## config.mk

```make
export PLATFORM = sky130hd
export DESIGN_NAME = alzette_iter_unit
export DESIGN_NICKNAME = d
export VERILOG_FILES = /design/src/rtl/alzette_iter_unit.sv
export SDC_FILE = /design/constraint.sdc
export NUM_CORES = 1
export LEC_CHECK = 0
export BUFFER_PORTS_ARGS = -buffer_cell sky130_fd_sc_hd__buf_4
export CAP_MARGIN = 30
export CELL_PAD_IN_SITES_DETAIL_PLACEMENT = 1
export CELL_PAD_IN_SITES_GLOBAL_PLACEMENT = 2
export CORE_MARGIN = 2
export CORE_UTILIZATION = 33
export CTS_CLUSTER_DIAMETER = 50
export DETAILED_ROUTE_END_ITERATION = 10
export HOLD_SLACK_MARGIN = 0.03
export PLACE_DENSITY = 0.78
export SKIP_CTS_REPAIR_TIMING = 1
export SLEW_MARGIN = 20
export SYNTH_ARGS = -nofsm -noshare
export SYNTH_HDL_FRONTEND = slang
export SYNTH_SLANG_ARGS = --single-unit
```

## constraint.sdc

```tcl
create_clock -name g_clk -period 7.2 [get_ports g_clk]
set_input_delay 0.36 -clock g_clk [delete_from_list [all_inputs] [get_ports g_clk]]
set_output_delay 0.36 -clock g_clk [all_outputs]
set_load 0.02 [all_outputs]
```

## src/rtl/alzette_iter_unit.sv

```systemverilog
// Alzette ARX-box engine: forward or inverse box in 4/UNROLL compute cycles,
// with valid/ready handshakes on both the request and the response side.
module alzette_iter_unit #(
    parameter int unsigned UNROLL = 1,
    parameter int unsigned INV_EN = 1
) (
    input  logic        g_clk,
    input  logic        g_resetn,
    input  logic        req_valid,
    output logic        req_ready,
    input  logic        req_inv,
    input  logic [31:0] req_x,
    input  logic [31:0] req_y,
    input  logic [31:0] req_c,
    output logic        rsp_valid,
    input  logic        rsp_ready,
    output logic [31:0] rsp_x,
    output logic [31:0] rsp_y
);
    typedef enum logic [1:0] {IDLE, RUN, DONE} state_t;

    // The counter is 2 bits, so it wraps modulo 4 and UNROLL=4 becomes a step of 0.
    localparam logic [1:0] FWD_LAST = 2'(4 - UNROLL);
    localparam logic [1:0] INV_LAST = 2'(UNROLL - 1);

    state_t      state;
    logic [31:0] x_q, y_q, c_q;
    logic        inv_q;
    logic [1:0]  ctr;
    logic [31:0] x_n, y_n;
    logic [1:0]  ctr_n;
    logic        last;
    logic        acc_inv;

    function automatic logic [4:0] rot_r(input logic [1:0] k);
        case (k)
            2'd0:    return 5'd31;
            2'd1:    return 5'd17;
            2'd2:    return 5'd0;
            default: return 5'd24;
        endcase
    endfunction

    function automatic logic [4:0] rot_s(input logic [1:0] k);
        case (k)
            2'd0:    return 5'd24;
            2'd1:    return 5'd17;
            2'd2:    return 5'd31;
            default: return 5'd16;
        endcase
    endfunction

    // A shift by 32 yields zero, so n=0 collapses to the identity.
    function automatic logic [31:0] ror(input logic [31:0] v, input logic [4:0] n);
        return (v >> n) | (v << (6'd32 - {1'b0, n}));
    endfunction

    function automatic logic [63:0] fwd_round(input logic [31:0] x, input logic [31:0] y,
                                              input logic [31:0] c, input logic [1:0] k);
        logic [31:0] xa, yn;
        xa = x + ror(y, rot_r(k));
        yn = y ^ ror(xa, rot_s(k));
        return {xa ^ c, yn};
    endfunction

    function automatic logic [63:0] inv_round(input logic [31:0] x, input logic [31:0] y,
                                              input logic [31:0] c, input logic [1:0] k);
        logic [31:0] xa, yn;
        xa = x ^ c;
        yn = y ^ ror(xa, rot_s(k));
        return {xa - ror(yn, rot_r(k)), yn};
    endfunction

    always_comb begin
        x_n   = x_q;
        y_n   = y_q;
        ctr_n = ctr;
        for (int unsigned i = 0; i < UNROLL; i++) begin
            if (inv_q) begin
                {x_n, y_n} = inv_round(x_n, y_n, c_q, ctr_n);
                ctr_n      = ctr_n - 2'd1;
            end else begin
                {x_n, y_n} = fwd_round(x_n, y_n, c_q, ctr_n);
                ctr_n      = ctr_n + 2'd1;
            end
        end
        last    = inv_q ? (ctr == INV_LAST) : (ctr == FWD_LAST);
        acc_inv = (INV_EN != 0) && req_inv;
    end

    always_ff @(posedge g_clk or negedge g_resetn) begin
        if (!g_resetn) begin
            state     <= IDLE;
            req_ready <= 1'b1;
            rsp_valid <= 1'b0;
            rsp_x     <= '0;
            rsp_y     <= '0;
            ctr       <= '0;
            x_q       <= '0;
            y_q       <= '0;
            c_q       <= '0;
            inv_q     <= 1'b0;
        end else begin
            case (state)
                IDLE: begin
                    if (req_valid && req_ready) begin
                        x_q       <= req_x;
                        y_q       <= req_y;
                        c_q       <= req_c;
                        inv_q     <= acc_inv;
                        ctr       <= acc_inv ? 2'd3 : 2'd0;
                        req_ready <= 1'b0;
                        state     <= RUN;
                    end
                end
                RUN: begin
                    x_q <= x_n;
                    y_q <= y_n;
                    ctr <= ctr_n;
                    if (last) begin
                        rsp_x     <= x_n;
                        rsp_y     <= y_n;
                        rsp_valid <= 1'b1;
                        state     <= DONE;
                    end
                end
                DONE: begin
                    if (rsp_ready) begin
                        rsp_valid <= 1'b0;
                        req_ready <= 1'b1;
                        state     <= IDLE;
                    end
                end
                default: state <= IDLE;
            endcase
        end
    end
endmodule

```

Word level (Yosys, flattened, before mapping)
Index checks and enable logic that the tools add are counted.
Word-level totals
  bits in registers: 167
  input port bits: 101
Operators by class
  add/sub/neg operators: 8
  equal/unequal tests: 8
  shift operators: 8
  multiplexer cells: 27
  bitwise logic cells: 8
  reduce and logical (&&, ||, !) cells: 12
Operators with widths (count)
  32-bit 2-to-1 mux: 4
  32-bit OR: 4
  32-bit case mux with 2 select lines: 2
  32-bit by 6-bit left shift with 32-bit output: 4
  32-bit by 5-bit >> shifter with 32-bit output: 4
  32-bit bitwise XOR: 4
  32-bit adder: 1
  32-bit subtractor: 1
  6-bit by 5-bit subtractor with 6-bit output (first input constant): 4
  5-bit 2-to-1 mux: 4
  5-bit case mux with 3 select lines: 1
  2-bit 2-to-1 mux: 6
  4-bit case mux with 3 select lines: 1
  3-bit AND reduction: 3
  2-bit == test (second input constant): 3
  2-bit != test (second input constant): 3
  2-bit case mux with 3 select lines: 1
  2-bit AND reduction: 3
  2-bit nonzero test: 3
  1-bit 2-to-1 mux: 5
  2-bit by 1-bit == test with 1-bit output (second input constant): 2
  2-bit logical NOT: 2
  1-bit case mux with 2 select lines: 2
  2-bit case mux with 2 select lines: 1
  3 further kinds: 3

Logic depth before layout (Yosys ltp)
Gate-level depths: netlist of the first run.
  depth after elaboration: 12
  depth in mapped cells: 33

Worst setup path before layout of the first run
Ideal clock, no wire load.
  kind: reg2reg
  from: register ctr[0]
  to: register y_q[20]
  arrival time: 6.701 ns
  required time: 7.063 ns
  slack: 0.362 ns
  stages on the path, launching flop included: 30
  buffers on the path: 10
  period minus slack after synthesis: 6.838 ns
  cell sequence: dfrtp_1 > inv_1 > ha_1 > buf_2 > buf_2 > buf_2 > buf_2 > buf_2 > buf_2 > buf_2 > buf_2 > buf_2 > buf_1 > o21ai_0 > a311oi_1 > a21oi_1 > ha_1 > fa_1 > nand3_1 > a21oi_1 > o311a_1 > o211a_1 > o31a_1 > a311o_1 > mux2_2 > and2_0 > o32a_1 > a31o_2 > xor2_1 > a21oi_1
On the way
  word-level cells in the longest chain between the ends: 12
  elaborated cells on any way between the ends: 25
Ends and longest elaborated chain
  start: declaration: RTL line 29  | logic [1:0] ctr;
  start signal: assignment: RTL line 111  | ctr <= acc_inv ? 2'd3 : 2'd0;
  start signal: assignment: RTL line 119  | ctr <= ctr_n;
  2-bit == test, or another cell as far along: RTL line 36, 45
  5-bit case mux with 3 select lines: RTL line 36  | case (k)
  5-bit 2-to-1 mux: RTL line 79  | if (inv_q) begin
  6-bit by 5-bit subtractor with 6-bit output: RTL line 55  | return (v >> n) | (v << (6'd32 - {1'b0, n}));
  32-bit by 6-bit left shift with 32-bit output: RTL line 55
  32-bit OR: RTL line 55
  32-bit adder: RTL line 61  | xa = x + ror(y, rot_r(k));
  32-bit by 6-bit left shift with 32-bit output / 32-bit by 5-bit >> shifter with 32-bit output (equally long branches): RTL line 55
  32-bit OR: RTL line 55
  32-bit bitwise XOR: RTL line 62  | yn = y ^ ror(xa, rot_s(k));
  32-bit 2-to-1 mux (*): RTL line 79
  32-bit case mux with 2 select lines (*): RTL line 104  | case (state)
  end signal: assignment: RTL line 108  | y_q <= req_y;
  end signal: assignment: RTL line 118  | y_q <= y_n;
  end: declaration: RTL line 27  | logic [31:0] x_q, y_q, c_q;
Every way passes the cells marked *; elsewhere a longest branch is shown, timed or not. The select of a mux whose other input is x is not followed.
A chain may end at the register's enable or synchronous reset.

Worst setup path after layout of the first run
  from: register ctr[1]
  to: register rsp_y[21]
On the way
  word-level cells in the longest chain between the ends: 11
  elaborated cells on any way between the ends: 27
Ends and longest elaborated chain
  2-bit == test, or another cell as far along: RTL line 36, 45
  5-bit case mux with 3 select lines: RTL line 36
  5-bit 2-to-1 mux: RTL line 79
  6-bit by 5-bit subtractor with 6-bit output: RTL line 55
  32-bit by 6-bit left shift with 32-bit output: RTL line 55
  32-bit OR: RTL line 55
  32-bit adder: RTL line 61
  32-bit by 6-bit left shift with 32-bit output / 32-bit by 5-bit >> shifter with 32-bit output (equally long branches): RTL line 55
  32-bit OR: RTL line 55
  32-bit bitwise XOR: RTL line 62
  32-bit 2-to-1 mux: RTL line 79
  end signal: assignment: RTL line 122  | rsp_y <= y_n;
  end: declaration: RTL line 18  | output logic [31:0] rsp_y
Several ways; a longest one is shown, not always the timed one. The select of a mux whose other input is x is not followed.

==> summary.md, run 1 <==
| Metric | Value |
|---|---|
| Worst R2R Path Depth | `27` |
| Post-Route WL | `132000 µm` |
| DIE AREA | `between 60000 and 70000 µm²` |
| WL/cell | `31.0 µm` |
| FMAX | `144 MHz` |
| Status | `finished, final reports clean` |
| CTS Buffer Depth | `2` |
| Dpl cell area | `27300 µm²` |
| Root Buffer | `clkbuf_16` |
| Post-synth net total | `between 2000 and 3000` |
| Final HPWL DP | `108000 µm` |
| DRT iter0 DRCs | `2260` |
| Fill cells | `7740` |
| Tmin final | `between 6 and 7 ns` |
| Relative slew slack | `37.0%` |
| Post-route cell area | `28200 µm²` |
| R2R Path Start | `ctr[1]` |
| GRT overflow | `0` |
| Most frequent cells in the layout | `buf_4 (792), nand2_1 (448), o21ai_0 (260), nor2_1 (245), a21oi_1 (209)` |
| FF-to-FF setup slack | `0.25 ns` |
| Worst stage delay on the critical path | `0.65 ns` |
| Post-synth EDFFs | `0` |
| Final setup viols | `0` |
| Area grow syn2layout | `35.1%` |
| Clock transition at the registers of the reported paths | `0.09 ns` |
| Initial antenna violation count | `8` |
| Vias in the first global route | `26900` |
| Die Wd | `around 260 µm` |
| Post-synth top flop | `dfrtp_1` |
| Overall routing resource usage | `between 30 and 40%` |
| CTS Buf Count | `17` |
| Crit path max fanout | `10` |
| Hold Path Origin | `req_c[12]` |
| Avg Inst Size Synth | `between 7 and 8 µm²` |
| H-tree levels | `4` |
| Via count | `between 20000 and 30000` |
| Antenna Violating Nets Remaining | `0` |
| Largest net degree at the start of global routing | `88` |
| Yosys Warn Count | `0` |
| Gpl congestion | `1.03` |
| Crit end category | `register` |
| Final period utilization | `96.5%` |
| Port Buf Inserts | `between 150 and 200` |
| Starting Density | `~33%` |
| Final nets | `3587` |
| # Max-Cap Violations | `0` |
| Hold Crit Class | `in -> reg` |
| Total clock sinks | `167` |
| Commonest non-fill, non-tap cell in the layout | `buf_4` |
| CP required | `between 7 and 8 ns` |
| Rows | `92` |
| Core ar. | `62700 µm²` |
| CP max-delay cell | `mux4_2` |
| Worst Tran Pin Value | `0.936 ns` |
| Reg2reg end | `rsp_y[21]` |
| Sequential area share after synthesis | `approximately a fifth` |
| Critical Path Start Type | `register` |
| Critical path arrival | `7.36 ns` |
| Cell mode on critical path | `o21ai_0` |
| Gate Count Post-Synth | `2820` |
| # DRC | `0` |
| Post-synth ARST share | `100%` |
| Die Height | `between 200 and 300 µm` |
| DRT Pass-1 Iters | `7` |
| Cell variety after synth | `86` |
| Worst clock skew | `between 0.02 and 0.025 ns` |
| Register bit total from synthesis | `167` |
| Skew-Pair Late Insertion Delay | `0.51 ns` |
| Share of cells above drive strength 1 | `between 20% and 30%` |
| Final hold vios | `0` |
| CP Class | `reg -> reg` |
| Num ports | `167` |
| Vias per cell | `between 6 and 7` |
| Hold Crit Endpoint | `c_q[12]` |
| CTS tree | `yes` |
| Mapped Area | `20900 µm²` |
| Max Slew Vio Count | `0` |
| First-pass GRT wire length | `191000 µm` |
| Hold Path Cell Cnt | `3` |
-- worst max path at each step --
stage	from	end	depth (start not counted)
global placement	ctr[0]	rsp_y[18]	24
finish	ctr[1]	rsp_y[21]	27
detailed placement	ctr[0]	rsp_y[18]	26
CTS	ctr[0]	y_q[18]	26
global route	ctr[1]	y_q[18]	29
floorplan	ctr[0]	y_q[20]	29
-- state kept, by name (all words and copies together) (netlist names), 2 cells and up --
register,cells
ctr,2
x_q,32
y_q,32
rsp_y,32
c_q,32
state,2
rsp_x,32
-- Yosys cell counts, types with 27 or more instances --
library cell / n / area share, %
a211oi_1: 46 / 1.7
o21ai_0: 265 / 6.4
ha_1: 76 / 4.6
inv_1: 41 / 0.74
clkbuf_1: 158 / 2.8
mux2i_1: 146 / 7.0
nand2_1: 449 / 8.1
dfrtp_1: 166 / 20
nor3_1: 45 / 1.1
a31oi_1: 29 / 0.87
buf_1: 46 / 0.83
a21oi_1: 212 / 5.1
a22oi_1: 43 / 1.5
o211ai_1: 44 / 1.6
o22ai_1: 27 / 0.81
mux2_2: 43 / 2.3
xor2_1: 95 / 4.0
mux4_2: 37 / 4.0
xnor2_1: 85 / 3.6
o31ai_1: 33 / 1.2
nor2_1: 250 / 4.5
and3_1: 35 / 1.1
a21o_1: 45 / 1.6
nand3_1: 46 / 1.1
buf_2: 35 / 0.84
o21a_1: 29 / 1.0
-- final cells by class --
class | count | area (µm²) | area share, %
antenna | 4 | 10.0 | 0.0355
clock buffer | 17 | 425 | 1.51
clock inverter | 15 | 225 | 0.800
inverter | 48 | 183 | 0.649
multi-input combinational | 2361 | 15800 | 55.9
sequential | 167 | 4190 | 14.9
tap | 846 | 1060 | 3.76
timing repair buffer | 813 | 6320 | 22.5
-- per-stage QoR --
stage	TNS, ns	utilization [%]	std cells	hold WS [ns]	setup WS, ns
after global routing	-0.0184	44.9	4267	0.0451	-0.0184
final	0	44.9	4271	0.0305	0.254
after floorplan	0	-	2820	0.0644	0.362
after global placement	0	43.6	4233	0.464	0.145
after detailed placement	0	43.6	4234	0.469	0.0782
after CTS	0	44.6	4266	-0.105	0.0710
-- layer usage --
| layer | vias up | GRT usage (%) | share of wire (%) |
|---|---|---|---|
| met1 | 13100 | 50.5 | 41 |
| li1 | 11400 | - | - |
| met4 | 8 | 22.0 | 6.3 |
| met2 | 1109 | 63.2 | 45 |
| met5 | - | 0 | 0.042 |
| met3 | 336 | 8.35 | 7.5 |
-- worst max-delay path, delay by kind of cell, from the launching register on --
kind,cells,cell delay (ns)
muxes,5,1.90
DFF,1,0.45
and+or+nand+nor,3,0.20
adders and majority gates,2,0.85
buffers and inverters,5,0.88
AOI/OAI and AO/OA,10,2.07
xor gates and xnor gates,2,0.44
-- cells by family after synthesis --
group | count (synthesis) | share of synthesized area [%]
compound gates | 947 | 29.2
simple gates | 922 | 18.8
buf+inv | 292 | 5.57
mux | 230 | 13.7
xor+xnor | 184 | 7.87
flops | 167 | 20.0
fa+ha+maj | 78 | 4.75
Power of run 1 is not shown: default switching activity piles up to over one toggle a cycle in this logic, so the estimate is an artifact.
==> run 2, diff against run 1 <==
--- a/config.mk
+++ b/config.mk
@@ -6,4 +6,5 @@
 export NUM_CORES = 1
 export LEC_CHECK = 0
+export ABC_AREA = 1
 export BUFFER_PORTS_ARGS = -buffer_cell sky130_fd_sc_hd__buf_4
 export CAP_MARGIN = 30
@@ -11,9 +12,9 @@
 export CELL_PAD_IN_SITES_GLOBAL_PLACEMENT = 2
 export CORE_MARGIN = 2
-export CORE_UTILIZATION = 33
+export CORE_UTILIZATION = 29
 export CTS_CLUSTER_DIAMETER = 50
 export DETAILED_ROUTE_END_ITERATION = 10
 export HOLD_SLACK_MARGIN = 0.03
-export PLACE_DENSITY = 0.78
+export PLACE_DENSITY = 0.77
 export SKIP_CTS_REPAIR_TIMING = 1
 export SLEW_MARGIN = 20
==> constraint.sdc (replaced) <==
create_clock -name g_clk -period 7.2 [get_ports g_clk]
set_input_delay 0.36 -clock g_clk [delete_from_list [all_inputs] [get_ports g_clk]]
set_output_delay 0.36 -clock g_clk [all_outputs]
set_load 0.01 [all_outputs]
==> run 2 against run 1 <==
  * Register-to-register slack better by 0.21 ns
  * Non-clock buffer count decreased by 440
  * Synthesized cell count is 26% higher
  * Sequential share of layout area up 2.4 points
  * Hold slack better by 0.013 ns
  * Synthesized area shrank 2.5%
  * Cell area fell by 14%
  * Global-route usage shrank 4.6 points
  * First-iteration DRC count grew 23%
  * Sequential cell count unchanged
==> summary.md, run 2 <==
| Metric | Value |
|---|---|
| Status | `finished, final reports clean` |
| Num ports | `167 (unchanged)` |
| Clock transition at the registers of the reported paths | `0.08 ns (about the same)` |
| Max Slew Vio Count | `0 (unchanged)` |
| Rows | `97 (+5.4%)` |
| Antenna Violating Nets Remaining | `0 (unchanged)` |
| Cell mode on critical path | `buf_4` |
| Tmin final | `6.73 ns (-0.215 ns)` |
| Most frequent cell after synthesis | `nand2_1` |
| Sequential area share after synthesis | `20.6% (+0.52 points)` |
| Met2 WL post-DR | `54900 µm (-7.4%)` |
| Largest net degree at the start of global routing | `78 (-11%)` |
| Yosys Warn Count | `0 (unchanged)` |
| Final setup viols | `0 (unchanged)` |
| Most frequent cells in the layout | `nand2_1 (1239), nand3_1 (468), buf_4 (359), inv_1 (251), o21ai_0 (239)` |
| CTS tree | `yes` |
| Crit path max fanout | `29 (+19)` |
| CP required | `7.62 ns (about the same)` |
| Simple-gate share of the synthesized area | `41.8% (+23 points)` |
| Vias in the first global route | `25500 (-5.3%)` |
| Total clock sinks | `167 (unchanged)` |
| DRT Pass-1 Iters | `5 (-2)` |
| Relative slew slack | `30.3% (-6.8 points)` |
| Post-synth top flop | `dfrtp_1` |
| DIE AREA | `72200 µm² (+11%)` |
| Port Buf Inserts | `166 (unchanged)` |
| Critical path arrival | `7.15 ns (-0.21 ns)` |
| Wire length on met3 | `9340 µm (-5.7%)` |
| Core ar. | `69700 µm² (+11%)` |
| DR top layer | `met5` |
| DRT iter0 DRCs | `2780 (+23%)` |
| RSZ-0062 raised after global routing | `no` |
| Final HPWL DP | `105000 µm (-2.4%)` |
| Avg Inst Size Synth | `5.74 µm² (-22%)` |
| Area occupied by multi-input gates | `14300 µm² (-9.1%)` |
| GRT overflow | `0 (unchanged)` |
| WL met1 | `58600 µm (+7.2%)` |
| Top cell type's share of synthesized area | `22.9% (+3.0 points)` |
| # DRC | `0 (unchanged)` |
| Share of cells above drive strength 1 | `13.2% (-16 points)` |
| Commonest cells post-synth | `nand2_1 (1240), nand3_1 (468), inv_1 (252)` |
| Ranking of synthesized cells by area | `nand2_1 (23%), dfrtp_1 (20%), nand3_1 (12%)` |
| Skew-Pair Late Insertion Delay | `0.51 ns (about the same)` |
| Via count | `26400 (+1.4%)` |
| H-tree levels | `4 (unchanged)` |
| Gpl congestion | `1.04 (+0.52%)` |
| CTS Buffer Depth | `2 (unchanged)` |
| Worst Tran Pin Value | `1.04 ns (+0.0988 ns)` |
| Hold Crit Class | `in -> reg` |
| Compound-cell area share of the yosys netlist | `20.6% (-8.6 points)` |
| CTS Buf Count | `17 (unchanged)` |
| Post-Synth Adder-Cell Area | `4.88% (+0.12 points)` |
| Final hold vios | `0 (unchanged)` |
| Cell variety after synth | `63 (-27%)` |
| Die Height | `269 µm (+5.2%)` |
| Final period utilization | `93.5% (-3.0 points)` |
| CP Class | `reg -> reg` |
| First-pass GRT wire length | `183000 µm (-4.5%)` |
| CP max-delay cell | `dfrtp_1` |
| Root Buffer | `clkbuf_16` |
| Worst clock skew | `0.0220 ns (+0.0000885 ns)` |
| WL/cell | `27.4 µm (-12%)` |
| Fin Hold WS | `0.0434 ns (+0.0129 ns)` |
| Post-Route WL | `128000 µm (-3.1%)` |
| Fill cells | `9354 (+21%)` |
| Post-route cell area | `24300 µm² (-14%)` |
| Register bit total from synthesis | `167 (unchanged)` |
| Worst stage delay on the critical path | `0.50 ns (-0.15 ns)` |
| Multiplexer share of the synthesized area | `0.197% (-13 points)` |
| Vias per cell | `5.63 (-7.6%)` |
| Gate Count Post-Synth | `3540 (+26%)` |
| Mapped Area | `20300 µm² (-2.5%)` |
| Post-Synth XOR/XNOR Area | `2.54% (-5.3 points)` |
| Final nets | `3909 (+9.0%)` |
| Post-synth EDFFs | `0 (unchanged)` |
| Overall routing resource usage | `35.2% (-4.6 points)` |
| Crit end category | `register` |
| Largest family of logic cells by synthesized area | `simple AND/OR/NAND/NOR gates` |
| Commonest non-fill, non-tap cell in the layout | `nand2_1` |
| Initial antenna violation count | `9 (+1)` |
| Starting Density | `29.2% (-4.1 points)` |
| Area grow syn2layout | `19.4%` |
| Die Wd | `269 µm (+5.2%)` |
| # Max-Cap Violations | `0 (unchanged)` |
| Critical Path Start Type | `register` |
| TNS Setup | `0 ns (unchanged)` |
| Largest area contributor in the netlist | `nand2_1` |
| Dpl cell area | `23600 µm² (-14%)` |
| FMAX | `149 MHz (+3.2%)` |
| Seq. cell area | `4180 µm² (-0.12%)` |
| Post-synth net total | `3719 (+24%)` |
| Post-synth ARST share | `100% (unchanged)` |
-- run 2: metal layers --
metal  GRT usage [%]  vias up
li1                -    12200
met2            52.8     1100
met5               0        -
met4            13.8        6
met1            49.9    12900
met3            6.22      205
-- run 2: worst paths after layout --
check | startpoint | to | slack [ns] | cells after the start
max in group asynchronous | g_resetn | x_q[21] | 5.65 | 3
min | rsp_ready | state[1] | 0.04 | 2
max | ctr[0] | rsp_x[25] | 0.47 | 29
max reg2reg | ctr[0] | rsp_x[25] | 0.47 | 29
min reg2reg | rsp_y[28] | rsp_y[28] | 0.49 | 2
min in group asynchronous | g_resetn | rsp_y[14] | 0.35 | 2
-- run 2: cell type report --
cell class              count  area share, %
well taps                 940           4.85
diodes                      3         0.0309
clock buffers              18           1.77
flip-flops and latches    167           17.2
repair buffers            373           12.2
clock inverters            14          0.634
multi-input cells        2898           59.0
inverters                 273           4.26
-- run 2: logic make-up (layout without fill, tap and decap cells) --
family	after synthesis	after routing
other	0	3
muxes	4	4
xor gates and xnor gates	53	53
and+or+nand+nor	2032	2032
buffers and inverters	475	678
adders and majority gates	78	78
DFF	167	167
AOI/OAI and AO/OA	731	731
-- run 2: worst max-delay path: cells and delay by family (launching register included) --
family	cells	cell delay, ns
buffers and inverters	7	1.51
and+or+nand+nor	11	2.08
xor gates and xnor gates	1	0.15
DFF	1	0.50
adders and majority gates	2	0.64
AOI/OAI and AO/OA	8	1.72
-- run 2: metrics by stage --
stage | setup slack [ns] | cells | utilization [%]
floorplan | 2.43 | 3540 | -
global placement | 0.784 | 4648 | 33.9
detailed placement | 0.680 | 4649 | 33.9
CTS | 0.656 | 4681 | 34.8
global route | 0.120 | 4683 | 34.8
finish | 0.469 | 4686 | 34.8
Power of run 2 is left out for the same reason.
